<file path="src/rtl/riscv_pkg.sv">
// Shared RV32I definitions: ALU opcodes, base opcodes and the ID/EX payload.
package riscv_pkg;

    localparam logic [3:0] ALU_ADD    = 4'b0000;
    localparam logic [3:0] ALU_SUB    = 4'b0001;
    localparam logic [3:0] ALU_AND    = 4'b0010;
    localparam logic [3:0] ALU_OR     = 4'b0011;
    localparam logic [3:0] ALU_XOR    = 4'b0100;
    localparam logic [3:0] ALU_SLL    = 4'b0101;
    localparam logic [3:0] ALU_SRL    = 4'b0110;
    localparam logic [3:0] ALU_SRA    = 4'b0111;
    localparam logic [3:0] ALU_SLT    = 4'b1000;
    localparam logic [3:0] ALU_SLTU   = 4'b1001;
    localparam logic [3:0] ALU_PASS_A = 4'b1010;
    localparam logic [3:0] ALU_PASS_B = 4'b1011;

    localparam logic [6:0] OPC_LUI    = 7'b0110111;
    localparam logic [6:0] OPC_AUIPC  = 7'b0010111;
    localparam logic [6:0] OPC_JAL    = 7'b1101111;
    localparam logic [6:0] OPC_JALR   = 7'b1100111;
    localparam logic [6:0] OPC_BRANCH = 7'b1100011;
    localparam logic [6:0] OPC_LOAD   = 7'b0000011;
    localparam logic [6:0] OPC_STORE  = 7'b0100011;
    localparam logic [6:0] OPC_OP_IMM = 7'b0010011;
    localparam logic [6:0] OPC_OP     = 7'b0110011;

    typedef struct packed {
        logic [3:0]  alu_op;
        logic [31:0] operand_a;
        logic [31:0] operand_b;
        logic [31:0] store_data;
        logic [31:0] imm;
        logic [31:0] pc;
        logic [2:0]  funct3;
        logic [4:0]  rd;
        logic        rd_we;
        logic        is_load;
        logic        is_store;
        logic        is_branch;
        logic        is_jump;
        logic        illegal;
    } id_ex_t;

endpackage

</file>
<file path="src/rtl/riscv_imm_gen.sv">
// Combinational RV32I immediate generator; the opcode bits are not needed here.
module riscv_imm_gen (
    input  logic [31:7] instr,
    output logic [31:0] imm_i,
    output logic [31:0] imm_s,
    output logic [31:0] imm_b,
    output logic [31:0] imm_u,
    output logic [31:0] imm_j
);

    assign imm_i = {{20{instr[31]}}, instr[31:20]};
    assign imm_s = {{20{instr[31]}}, instr[31:25], instr[11:7]};
    assign imm_b = {{19{instr[31]}}, instr[31], instr[7], instr[30:25], instr[11:8], 1'b0};
    assign imm_u = {instr[31:12], 12'b0};
    assign imm_j = {{11{instr[31]}}, instr[31], instr[19:12], instr[20], instr[30:21], 1'b0};

endmodule

</file>
<file path="src/rtl/riscv_decode_stage.sv">
// RV32I decode stage with registered ID/EX payload and load-use stalling.
// Define RISCV_DECODE_FWD_EN to forward writeback results; otherwise such dependencies stall.
module riscv_decode_stage
    import riscv_pkg::*;
#(
    parameter int XLEN = 32
) (
    input  logic            clk_i,
    input  logic            rst_i,
    input  logic            flush_i,
    input  logic            if_valid_i,
    output logic            if_ready_o,
    input  logic [31:0]     if_instr_i,
    input  logic [XLEN-1:0] if_pc_i,
    output logic [4:0]      rf_raddr_a_o,
    output logic [4:0]      rf_raddr_b_o,
    input  logic [XLEN-1:0] rf_rdata_a_i,
    input  logic [XLEN-1:0] rf_rdata_b_i,
    input  logic            fwd_valid_i,
    input  logic [4:0]      fwd_rd_i,
    input  logic [XLEN-1:0] fwd_data_i,
    output logic            ex_valid_o,
    input  logic            ex_ready_i,
    output logic [3:0]      ex_alu_op_o,
    output logic [XLEN-1:0] ex_operand_a_o,
    output logic [XLEN-1:0] ex_operand_b_o,
    output logic [XLEN-1:0] ex_store_data_o,
    output logic [XLEN-1:0] ex_imm_o,
    output logic [XLEN-1:0] ex_pc_o,
    output logic [2:0]      ex_funct3_o,
    output logic [4:0]      ex_rd_o,
    output logic            ex_rd_we_o,
    output logic            ex_is_load_o,
    output logic            ex_is_store_o,
    output logic            ex_is_branch_o,
    output logic            ex_is_jump_o,
    output logic            ex_illegal_o
);

    typedef enum logic {ST_EMPTY = 1'b0, ST_FULL = 1'b1} state_t;

    state_t      state_p1;
    id_ex_t      ex_p1;
    id_ex_t      dec;
    logic [6:0]  opcode;
    logic [2:0]  funct3;
    logic [4:0]  rd, rs1, rs2;
    logic        alt;
    logic [31:0] imm_i, imm_s, imm_b, imm_u, imm_j;
    logic [31:0] rs1_val, rs2_val;
    logic        use_rs1, use_rs2, writes_rd;
    logic        vld_p1, load_use, hazard, advance, accept;

    function automatic logic [3:0] alu_from_funct3(input logic [2:0] f3, input logic f7b5,
                                                   input logic is_reg);
        case (f3)
            3'b000:  return (is_reg && f7b5) ? ALU_SUB : ALU_ADD;
            3'b001:  return ALU_SLL;
            3'b010:  return ALU_SLT;
            3'b011:  return ALU_SLTU;
            3'b100:  return ALU_XOR;
            3'b101:  return f7b5 ? ALU_SRA : ALU_SRL;
            3'b110:  return ALU_OR;
            default: return ALU_AND;
        endcase
    endfunction

    assign opcode = if_instr_i[6:0];
    assign rd     = if_instr_i[11:7];
    assign funct3 = if_instr_i[14:12];
    assign rs1    = if_instr_i[19:15];
    assign rs2    = if_instr_i[24:20];
    assign alt    = if_instr_i[30];

    assign rf_raddr_a_o = rs1;
    assign rf_raddr_b_o = rs2;

    riscv_imm_gen u_imm_gen (
        .instr (if_instr_i[31:7]),
        .imm_i (imm_i),
        .imm_s (imm_s),
        .imm_b (imm_b),
        .imm_u (imm_u),
        .imm_j (imm_j)
    );

    always_comb begin
        rs1_val = rf_rdata_a_i;
        rs2_val = rf_rdata_b_i;
`ifdef RISCV_DECODE_FWD_EN
        if (fwd_valid_i && fwd_rd_i == rs1) rs1_val = fwd_data_i;
        if (fwd_valid_i && fwd_rd_i == rs2) rs2_val = fwd_data_i;
`endif
        if (rs1 == 5'd0) rs1_val = '0;
        if (rs2 == 5'd0) rs2_val = '0;
    end

`ifndef RISCV_DECODE_FWD_EN
    logic unused_fwd_data;
    assign unused_fwd_data = ^fwd_data_i;
`endif

    // Instruction decode into the next ID/EX payload
    always_comb begin
        dec            = '0;
        dec.alu_op     = ALU_ADD;
        dec.pc         = if_pc_i;
        dec.funct3     = funct3;
        dec.rd         = rd;
        dec.store_data = rs2_val;
        use_rs1        = 1'b0;
        use_rs2        = 1'b0;
        writes_rd      = 1'b0;
        case (opcode)
            OPC_OP: begin
                dec.alu_op    = alu_from_funct3(funct3, alt, 1'b1);
                dec.operand_a = rs1_val;
                dec.operand_b = rs2_val;
                use_rs1 = 1'b1; use_rs2 = 1'b1; writes_rd = 1'b1;
            end
            OPC_OP_IMM: begin
                dec.alu_op    = alu_from_funct3(funct3, alt, 1'b0);
                dec.operand_a = rs1_val;
                dec.operand_b = imm_i;
                dec.imm       = imm_i;
                use_rs1 = 1'b1; writes_rd = 1'b1;
            end
            OPC_LUI: begin
                dec.alu_op    = ALU_PASS_B;
                dec.operand_b = imm_u;
                dec.imm       = imm_u;
                writes_rd     = 1'b1;
            end
            OPC_AUIPC: begin
                dec.operand_a = if_pc_i;
                dec.operand_b = imm_u;
                dec.imm       = imm_u;
                writes_rd     = 1'b1;
            end
            OPC_JAL, OPC_JALR: begin
                dec.operand_a = if_pc_i;
                dec.operand_b = 32'd4;
                dec.imm       = (opcode == OPC_JAL) ? imm_j : imm_i;
                dec.is_jump   = 1'b1;
                use_rs1       = (opcode == OPC_JALR);
                writes_rd     = 1'b1;
            end
            OPC_BRANCH: begin
                dec.alu_op    = ALU_SUB;
                dec.operand_a = rs1_val;
                dec.operand_b = rs2_val;
                dec.imm       = imm_b;
                dec.is_branch = 1'b1;
                use_rs1 = 1'b1; use_rs2 = 1'b1;
            end
            OPC_LOAD: begin
                dec.operand_a = rs1_val;
                dec.operand_b = imm_i;
                dec.imm       = imm_i;
                dec.is_load   = 1'b1;
                use_rs1 = 1'b1; writes_rd = 1'b1;
            end
            OPC_STORE: begin
                dec.operand_a = rs1_val;
                dec.operand_b = imm_s;
                dec.imm       = imm_s;
                dec.is_store  = 1'b1;
                use_rs1 = 1'b1; use_rs2 = 1'b1;
            end
            default: dec.illegal = 1'b1;
        endcase
        dec.rd_we = writes_rd && (rd != 5'd0);
    end

    assign vld_p1 = (state_p1 == ST_FULL);

    assign load_use = vld_p1 && ex_p1.is_load && (ex_p1.rd != 5'd0) &&
                      ((use_rs1 && ex_p1.rd == rs1) || (use_rs2 && ex_p1.rd == rs2));

`ifdef RISCV_DECODE_FWD_EN
    assign hazard = load_use;
`else
    // Without forwarding, any in-flight producer of a used source must drain first
    logic dep_rs1, dep_rs2;
    assign dep_rs1 = use_rs1 && (rs1 != 5'd0) &&
                     ((vld_p1 && ex_p1.rd_we && ex_p1.rd == rs1) || (fwd_valid_i && fwd_rd_i == rs1));
    assign dep_rs2 = use_rs2 && (rs2 != 5'd0) &&
                     ((vld_p1 && ex_p1.rd_we && ex_p1.rd == rs2) || (fwd_valid_i && fwd_rd_i == rs2));
    assign hazard  = load_use || dep_rs1 || dep_rs2;
`endif

    assign advance    = !vld_p1 || ex_ready_i;
    assign if_ready_o = advance && !hazard && !flush_i && !rst_i;
    assign accept     = if_valid_i && if_ready_o;

    // ID/EX register boundary
    always_ff @(posedge clk_i) begin
        if (rst_i) begin
            state_p1 <= ST_EMPTY;
            ex_p1    <= '0;
        end else if (flush_i) begin
            state_p1 <= ST_EMPTY;
        end else if (advance) begin
            if (accept) begin
                ex_p1    <= dec;
                state_p1 <= ST_FULL;
            end else begin
                state_p1 <= ST_EMPTY;
            end
        end
    end

    assign ex_valid_o      = vld_p1;
    assign ex_alu_op_o     = ex_p1.alu_op;
    assign ex_operand_a_o  = ex_p1.operand_a;
    assign ex_operand_b_o  = ex_p1.operand_b;
    assign ex_store_data_o = ex_p1.store_data;
    assign ex_imm_o        = ex_p1.imm;
    assign ex_pc_o         = ex_p1.pc;
    assign ex_funct3_o     = ex_p1.funct3;
    assign ex_rd_o         = ex_p1.rd;
    assign ex_rd_we_o      = ex_p1.rd_we;
    assign ex_is_load_o    = ex_p1.is_load;
    assign ex_is_store_o   = ex_p1.is_store;
    assign ex_is_branch_o  = ex_p1.is_branch;
    assign ex_is_jump_o    = ex_p1.is_jump;
    assign ex_illegal_o    = ex_p1.illegal;

endmodule

</file>
<file path="config.mk">
export PLATFORM = sky130hd
export DESIGN_NAME = riscv_decode_stage
export DESIGN_NICKNAME = d
export VERILOG_FILES = /design/src/rtl/riscv_pkg.sv /design/src/rtl/riscv_imm_gen.sv /design/src/rtl/riscv_decode_stage.sv
export SDC_FILE = /design/constraint.sdc
export NUM_CORES = 1
export LEC_CHECK = 0
export ABC_AREA = 1
export BUFFER_PORTS_ARGS = -buffer_cell sky130_fd_sc_hd__buf_4
export CORE_ASPECT_RATIO = 0.75
export CORE_UTILIZATION = 35
export CTS_CLUSTER_SIZE = 16
export DETAILED_ROUTE_END_ITERATION = 12
export HOLD_SLACK_MARGIN = 0.03
export SLEW_MARGIN = 20
export SYNTH_ARGS = -nofsm -noshare
export SYNTH_HDL_FRONTEND = slang
export SYNTH_HIERARCHICAL = 1
export SYNTH_SLANG_ARGS = --single-unit
</file>
<file path="constraint.sdc">
create_clock -name clk_i -period 4.6 [get_ports clk_i]
set_input_delay 0.69 -clock clk_i [delete_from_list [all_inputs] [get_ports clk_i]]
set_output_delay 0.69 -clock clk_i [all_outputs]
set_load 0.01 [all_outputs]
</file>
==> run summary, run 1 <==
Routed wire length: 41400 um
Post-Route Setup TNS: 0 ns
Max-Cap Viols: 0
CTS buffer count: 17
Sink Count: 179
Post-synth top area cell: dfxtp_1
Post-synthesis instance area: 12000 um2
Die Y: 163 um
H-Tree Depth: 4
# IOs: 361
Yosys top cell area share: 0.298
Max layer used: met4
Largest net degree at the start of global routing: 92
Outcome: complete, no violations
GPL Wtd Cong: 0.913
Initial core utilization: 0.357
DR pass1 iterations: 6
CP Class: primary input to output port
Worst-path fanout max: 39
CP Capture Type: output port
Die area: 35100 um2
Critical Path RT: 3.91 ns
Post-synth EDFFs: 0
Fin. max-slew vios: 0
CTS tree: yes
Register bit total from synthesis: 179
RSZ-0062 raised after global routing: false
Min cycle time layout: 3.38 ns
Via/cell ratio: 4.69
Post-synthesis mux area share: 0
Core area: 33700 um2
Wl on met1: 18900 um
Layout area overhead: 17.5%
Hold WC Path Type: primary input to flip-flop
# DRC: 0
Die Width: 216 um
Layout Cells excl Fill: 2600
LEAKAGE: 7.76 nW
Nets: 2307
# setup viols final: 0
Synth Area in Compound Gates: 0.0633
Antenna violations before repair: 2
Post-Synth XOR/XNOR Area: 0.00218
Layout cells sized above 1: 0.187
Sequential-to-total area share from yosys stat: 0.298
Worst-margin pin slew: 1.03 ns
Pre-CTS WS: 1.15 ns
Power per cell area: 278 nW/um2
Clock Skew: 0.0167 ns
Vias in the first global route: 11006
CTS Hold Buffers Added: 0
Most frequent cells in the layout: nand2_1 (611), nor2_1 (384), buf_4 (345)
Yosys cell types: 34
Largest buffer count on any clock path: 2
Most used flip-flop cell after synthesis: dfxtp_1
Cells after synthesis: 2036
Worst setup SP type: primary input
DR WL/cell: 15.9 um
VDD IR-drop max: 197 uV
Port-buffer cells: 328
Syn. warnings: 6
CTS resizes: 0
FFs w/ async S/R, synth: 0
Post-route setup slack: 1.22 ns
Met2 wire length: 18100 um
Max Clock Freq: 0.296 GHz
Main area contributors after synthesis: dfxtp_1 (30%), nand2_1 (19%), nor2_1 (12%)
Syn_area_per_cell: 5.91 um2
Met3 routed WL: 3540 um
CTS Root Cell: clkbuf_16
Largest family of logic cells by synthesized area: simple AND/OR/NAND/NOR gates
GRT Residual Overflow: 0
Placed insts: 2567
Post-CTS Setup Inserts: 0
Util after Layout: 0.420
DR iter-0 viols: 1123
Fin. Hold Viols: 0
# rows: 58
Most common cell after layout, fill and taps aside: nand2_1
DR vias: 12185
Post-synthesis adder-cell area fraction: 0
Post-synthesis simple-gate area fraction: 0.386
Detail Route Antenna Nets: 0
Post-DP HPWL: 29500 um
Max-slew headroom: 0.313
Tcrit/Tclk final: 0.734
Clk Latency, worst-skew pair: 0.45 ns
Total track usage: 0.230
First-pass GRT wire length: 62600 um
Clk pin slew, worst setup/hold paths: 0.08 ns
CP arrival: 2.69 ns
logic make-up (layout without fill, tap and decap cells):
group | after synthesis | after routing
AOI/OAI and AO/OA | 104 | 104
xor gates and xnor gates | 3 | 3
buffers and inverters | 599 | 699
DFF | 179 | 179
other | 1 | 15
and+or+nand+nor | 1150 | 1150
critical path: stages:
cell	delay [ns]
buf_4	0.25
nor2_1	0.14
nand2_1	0.17
or2_1	0.28
nand2_2	0.06
buf_4	0.36
inv_2	0.07
o21ai_1	0.10
nand2_2	0.14
and2_1	0.21
buf_4	0.17
cell usage after synthesis (2+ instances only):
master    instances
o211ai_1          4
dfxtp_1         179
nor4_1            2
buf_1            11
nor3_1           27
nand3_1          26
buf_2            13
nand4_1          92
buf_4           184
o21ai_0          32
nor2_1          386
xnor2_1           2
o21bai_1          6
clkbuf_1         66
inv_1           306
a32o_1           32
a31oi_1           2
nand2_1         612
o311ai_0          2
a21oi_1           8
inv_2            11
o21ai_1           2
a22o_1            2
buf_6             8
o31ai_1          12
metal layers:
| metal | vias to the layer above | track usage |
|---|---|---|
| li1 | 6188 | - |
| met2 | 432 | 0.344 |
| met1 | 5522 | 0.314 |
| met4 | 0 | 0.0656 |
| met5 | - | 0 |
| met3 | 43 | 0.0719 |
state kept, by name, indices dropped and copies added (netlist names):
register,cells
ex_imm_o,32
ex_operand_a_o,32
ex_operand_b_o,32
ex_pc_o,32
ex_store_data_o,32
ex_rd_o,5
ex_alu_op_o,4
ex_funct3_o,3
ex_illegal_o,1
ex_is_branch_o,1
ex_is_jump_o,1
ex_is_load_o,1
ex_is_store_o,1
ex_rd_we_o,1
ex_valid_o,1
per-stage QoR:
| step | hold WS, ns | total power [W] | cell area (um2) |
|---|---|---|---|
| after floorplan | 0.528 | 0.00219 | 12100 |
| after global placement | 0.498 | 0.00245 | 13500 |
| after detailed placement | 0.499 | 0.00245 | 13500 |
| after CTS | 0.446 | 0.00398 | 14100 |
| after global routing | 0.457 | 0.00414 | 14100 |
| final | 0.471 | 0.00393 | 14100 |
report_power, final:
part | internal (W) | leakage (nW) | switching [W] | total [W]
sequential | 0.00163 | 1.46 | 0.0000472 | 0.00168
combinational | 0.000310 | 6.01 | 0.000433 | 0.000743
clock | 0.000782 | 0.282 | 0.000731 | 0.00151
final cells by class:
cell class / instances / area, um2
repair buffers: 350 / 2690
flip-flops and latches: 179 / 3580
inverters: 317 / 1190
clock buffers: 19 / 443
well taps: 450 / 563
diodes: 1 / 2.50
fillers: 3709 / 19500
clock inverters: 13 / 141
multi-input cells: 1271 / 5510
worst paths after layout:
path	start	end	slack (ns)	cells after the start
hold / removal	if_pc_i[23]	ex_pc_o[23]	0.47	3
setup reg to reg	ex_rd_o[3]	ex_illegal_o	1.87	12
setup / recovery	if_instr_i[3]	if_ready_o	1.22	11
hold reg to reg	ex_imm_o[23]	ex_imm_o[23]	0.51	4
Power figures use the tool's default switching activity.
==> run 2: changes to the inputs <==
clock period = 3.1 ns   (was 4.6 ns; I/O delays follow)
==> run 2 against run 1 <==
Setup slack lost 0.90 ns; utilization grew 0.47 points; global-route usage grew 0.11 points; non-clock buffer count grew 8; via count shrank 0.85%; register-to-register slack lost 1.1 ns; count of clock-buffer cells in the layout shrank 1; hold slack lost 0.23 ns; flip-flop and latch count is the same; combinational power grew 49%.
==> run summary, run 2 (same netlist as run 1, synthesis figures left out) <==
Outcome: complete, no violations
Die Width: 216 um (unchanged)
DR vias: 12081 (-0.85%)
Fin. max-slew vios: 0 (unchanged)
CP Class: flip-flop to output port
Worst-path fanout max: 65 (+67%)
# rows: 58 (unchanged)
LEAKAGE: 7.83 nW (+0.97%)
Max-slew headroom: 0.442 (+0.128)
VDD IR-drop max: 333 uV (+69%)
Max layer used: met4
Max Clock Freq: 0.360 GHz
Core area: 33700 um2 (unchanged)
Die area: 35100 um2 (unchanged)
H-Tree Depth: 4 (unchanged)
Min cycle time layout: 2.78 ns
CP arrival: 2.32 ns (-0.37 ns)
Worst-margin pin slew: 0.837 ns (-0.193 ns)
GPL Wtd Cong: 0.915 (+0.19%)
Fin. Hold Viols: 0 (unchanged)
# IOs: 361 (unchanged)
Most frequent cells in the layout: nand2_1 (611), nor2_1 (384), buf_4 (348)
Most common cell after layout, fill and taps aside: nand2_1
Post-Route Setup TNS: 0 ns (unchanged)
Worst setup SP type: flip-flop
CTS resizes: 0 (unchanged)
Setup slack, reg-to-reg: 0.77 ns (-1.10 ns)
CP Capture Type: output port
Max-Cap Viols: 0 (unchanged)
Tcrit/Tclk final: 0.897
Largest buffer count on any clock path: 2 (unchanged)
Clk pin slew, worst setup/hold paths: 0.08 ns (about the same)
DR pass1 iterations: 7 (+1)
R2R depth: 14 (+2)
CTS tree: yes
Clock Skew: 0.0124 ns (-0.00427 ns)
Power per cell area: 415 nW/um2 (+49%)
Hold WC Path Type: primary input to flip-flop
Antenna violations before repair: 3 (+1)
Clk Latency, worst-skew pair: 0.46 ns (about the same)
Hold path depth: 3 (unchanged)
Routed wire length: 41500 um (+0.13%)
Fill count: 3629 (-2.2%)
CTS Root Cell: clkbuf_16
RSZ-0062 raised after global routing: false
Util after Layout: 0.424 (+0.00472)
# DRC: 0 (unchanged)
Total track usage: 0.231 (+0.00114)
Layout area overhead: 18.8%
Wl on met1: 18700 um (-1.0%)
CTS Hold Buffers Added: 0 (unchanged)
CTS buffer count: 17 (unchanged)
First-pass GRT wire length: 62500 um (-0.19%)
Met3 routed WL: 3860 um (+9.1%)
Layout cells sized above 1: 0.191 (+0.00348)
Initial core utilization: 0.357 (unchanged)
Met2 wire length: 17900 um (-1.1%)
Critical Path RT: 2.63 ns (-1.28 ns)
Via/cell ratio: 4.63 (-1.3%)
Port-buffer cells: 328 (unchanged)
Die Y: 163 um (unchanged)
GRT Residual Overflow: 0 (unchanged)
DR iter-0 viols: 1280 (+14%)
Post-CTS Setup Inserts: 0 (unchanged)
DR WL/cell: 15.9 um (-0.33%)
# setup viols final: 0 (unchanged)
Detail Route Antenna Nets: 0 (unchanged)
Sink Count: 179 (unchanged)
Post-DP HPWL: 29700 um (+0.62%)
Vias in the first global route: 10931 (-0.68%)
Nets: 2315 (+0.35%)
Largest net degree at the start of global routing: 180 (+96%)
## run 2: worst paths after layout
path / start / end
setup / recovery: ex_rd_o[2] / if_ready_o
hold / removal: if_pc_i[18] / ex_pc_o[18]
setup reg to reg: ex_rd_o[4] / ex_pc_o[20]
hold reg to reg: ex_store_data_o[28] / ex_store_data_o[28]
## run 2: critical path, cell delays in order (launching register included)
cell     delay, ns
dfxtp_1       0.37
inv_1         0.15
nand4_1       0.11
nand2_1       0.09
nand2_1       0.06
nand2_1       0.06
nand2_1       0.13
a21oi_4       0.23
buf_12        0.33
and2_1        0.18
buf_4         0.11
## run 2: area by class of cell
cell class / count / area, um2 / area share
Timing Repair Buffer: 358 / 2810 / 0.197
Clock inverter: 14 / 171 / 0.0120
Multi-Input combinational cell: 1271 / 5510 / 0.386
Antenna cell: 5 / 12.5 / 0.000876
Inverter: 317 / 1190 / 0.0836
Tap cell: 450 / 563 / 0.0394
Clock buffer: 18 / 439 / 0.0307
Sequential cell: 179 / 3580 / 0.251
## run 2: per-layer routing
layer	vias up	global-route usage
met2	414	0.344
met5	-	0
met3	46	0.0678
li1	6196	-
met4	0	0.0787
met1	5425	0.315
## run 2: through the flow
| stage | instances | hold slack (ns) | setup WS [ns] | cell area (um2) | total power [W] |
|---|---|---|---|---|---|
| 6_report | 2612 | 0.242 | 0.320 | 14300 | 0.00593 |
| 2_1_floorplan | 2049 | 0.528 | 0.782 | 12100 | 0.00326 |
| 3_5_place_dp | 2575 | 0.498 | 0.437 | 13700 | 0.00365 |
| 3_3_place_gp | 2575 | 0.498 | 0.444 | 13700 | 0.00364 |
| 5_1_grt | 2608 | 0.226 | 0.162 | 14300 | 0.00623 |
| 4_1_cts | 2607 | 0.224 | 0.333 | 14300 | 0.00600 |
## run 2: power breakdown
group          switching [W]  total (W)  internal, W
Clock                0.00109    0.00233      0.00124
Combinational       0.000643    0.00111     0.000471
Sequential         0.0000696    0.00249      0.00242
Total                0.00180    0.00593      0.00413
==> run 3: changes to the inputs <==
clock period = 2.58 ns   (was 3.1 ns; I/O delays follow)
==> run 3 against run 2 <==
Setup slack got worse by 0.21 ns; combinational power grew 23%; non-clock buffer count rose by 19; utilization up 0.59 points.
==> run summary, run 3 (same netlist as run 1, synthesis figures left out) <==
Outcome: complete, no violations
CP arrival: 2.09 ns (-0.23 ns)
Placed insts: 2591 (+0.62%)
Total track usage: 0.233 (+0.00192)
Worst setup SP type: flip-flop
Min cycle time layout: 2.48 ns
Hold slack: 0.161 ns (-0.0805 ns)
Clock Skew: 0.0130 ns (+0.000599 ns)
CP Class: flip-flop to output port
Max-slew headroom: 0.437 (-0.00538)
Clk pin slew, worst setup/hold paths: 0.08 ns (about the same)
CP Launch Point: ex_rd_o[4]
DR iter-0 viols: 1387 (+8.4%)
GRT Residual Overflow: 0 (unchanged)
CP Cell Sequence: inv_1 -> nand2_1 -> nand2_1 -> nor2_1 -> nand4_1 -> nand2_1 -> nand2_1 -> nand2_2 -> nand2_4 -> buf_12 -> and2_1 -> buf_4
Vias in the first global route: 11144 (+1.9%)
# IOs: 361 (unchanged)
DR pass1 iterations: 6 (-1)
Power per cell area: 483 nW/um2 (+16%)
LEAKAGE: 7.95 nW (+1.6%)
Layout cells sized above 1: 0.200 (+0.00946)
Worst-path fanout max: 23 (-65%)
Nets: 2334 (+0.82%)
First-pass GRT wire length: 63200 um (+1.1%)
Crit-path most repeated cell: nand2_1
# setup viols final: 0 (unchanged)
Layout Cells excl Fill: 2626 (+0.54%)
Die Y: 163 um (unchanged)
# DRC: 0 (unchanged)
Max Clock Freq: 0.404 GHz
GPL Wtd Cong: 0.930 (+1.6%)
DR vias: 12221 (+1.2%)
CTS tree: yes
# rows: 58 (unchanged)
Detail Route Antenna Nets: 0 (unchanged)
Placed inst area: 13800 um2 (+1.2%)
Via/cell ratio: 4.65 (+0.62%)
Die area: 35100 um2 (unchanged)
Layout area overhead: 20.5%
Largest net degree at the start of global routing: 180 (unchanged)
Hold WC Path Type: primary input to flip-flop
H-Tree Depth: 4 (unchanged)
Initial core utilization: 0.357 (unchanged)
Routed wire length: 41900 um (+1.1%)
Critical Path RT: 2.19 ns (-0.44 ns)
Tcrit/Tclk final: 0.959
Die Width: 216 um (unchanged)
Max-Cap Viols: 0 (unchanged)
Port-buffer cells: 328 (unchanged)
Final Cell Area: 14500 um2 (+1.4%)
Critical R2R Launch: ex_rd_o[1]
Post-DP HPWL: 29700 um (about the same)
Crit path max-delay cell type: dfxtp_2
Fin. max-slew vios: 0 (unchanged)
Most frequent cells in the layout: nand2_1 (610), nor2_1 (383), buf_4 (361)
Core area: 33700 um2 (unchanged)
VDD IR-drop max: 360 uV (+8.1%)
CP Capture Type: output port
CTS buffer count: 17 (unchanged)
Sink Count: 179 (unchanged)
Hold Startpoint: if_pc_i[19]
Clk Latency, worst-skew pair: 0.45 ns (about the same)
Antenna violations before repair: 2 (-1)
DR WL/cell: 16.0 um (+0.56%)
CTS Root Cell: clkbuf_16
Most common cell after layout, fill and taps aside: nand2_1
Largest buffer count on any clock path: 2 (unchanged)
Worst-margin pin slew: 0.845 ns (+0.00807 ns)
Max incr delay on CP: 0.40 ns (+0.03 ns)
Fin. Hold Viols: 0 (unchanged)
[run 3: area by class of cell]
type	count	area [um2]
clock buffers	19	443
fillers	3603	19200
inverters	317	1190
diodes	1	2.50
flip-flops and latches	179	3590
multi-input cells	1271	5520
clock inverters	12	126
well taps	450	563
repair buffers	377	3050
[run 3: per-stage QoR]
stage | worst slack, ns | setup TNS, ns | total power (W) | utilization
detailed placement | 0.198 | 0 | 0.00440 | 0.411
global placement | 0.232 | 0 | 0.00438 | 0.411
global route | -0.000494 | -0.000494 | 0.00735 | 0.430
finish | 0.105 | 0 | 0.00699 | 0.430
floorplan | 0.418 | 0 | 0.00391 | -
CTS | 0.0346 | 0 | 0.00708 | 0.429
[run 3: worst paths after layout]
| check | end | slack [ns] | cells past startpoint |
|---|---|---|---|
| setup / recovery | if_ready_o | 0.10 | 12 |
| hold / removal | ex_pc_o[19] | 0.16 | 3 |
| setup reg to reg | ex_pc_o[10] | 0.37 | 14 |
| hold reg to reg | ex_store_data_o[31] | 0.51 | 4 |
[run 3: routing by layer]
metal,track usage,up-vias,routed length [um]
li1,-,6232,-
met1,0.324,5548,19200
met2,0.353,397,18600
met3,0.0577,44,3340
met4,0.0669,0,778
met5,0,-,0
[run 3: worst max-delay path, delay by kind of cell, from the launching register on]
kind          cells  cell delay [ns]
buf+inv           3             0.41
simple gates      9             0.82
flops             1             0.40
[run 3: where the power goes]
group	leakage [nW]	switching [W]	internal (W)	total [W]
Clock	0.275	0.00127	0.00138	0.00265
Combinational	6.21	0.000778	0.000583	0.00136
Sequential	1.47	0.0000826	0.00291	0.00299
[run 3: timing repair]
item	in CTS	in global routing
pin swaps	1	0
hold buffers	0	0
buffers inserted	1	0
setup endpoints to repair	1	1
cloned	1	1
resized for setup	4	4
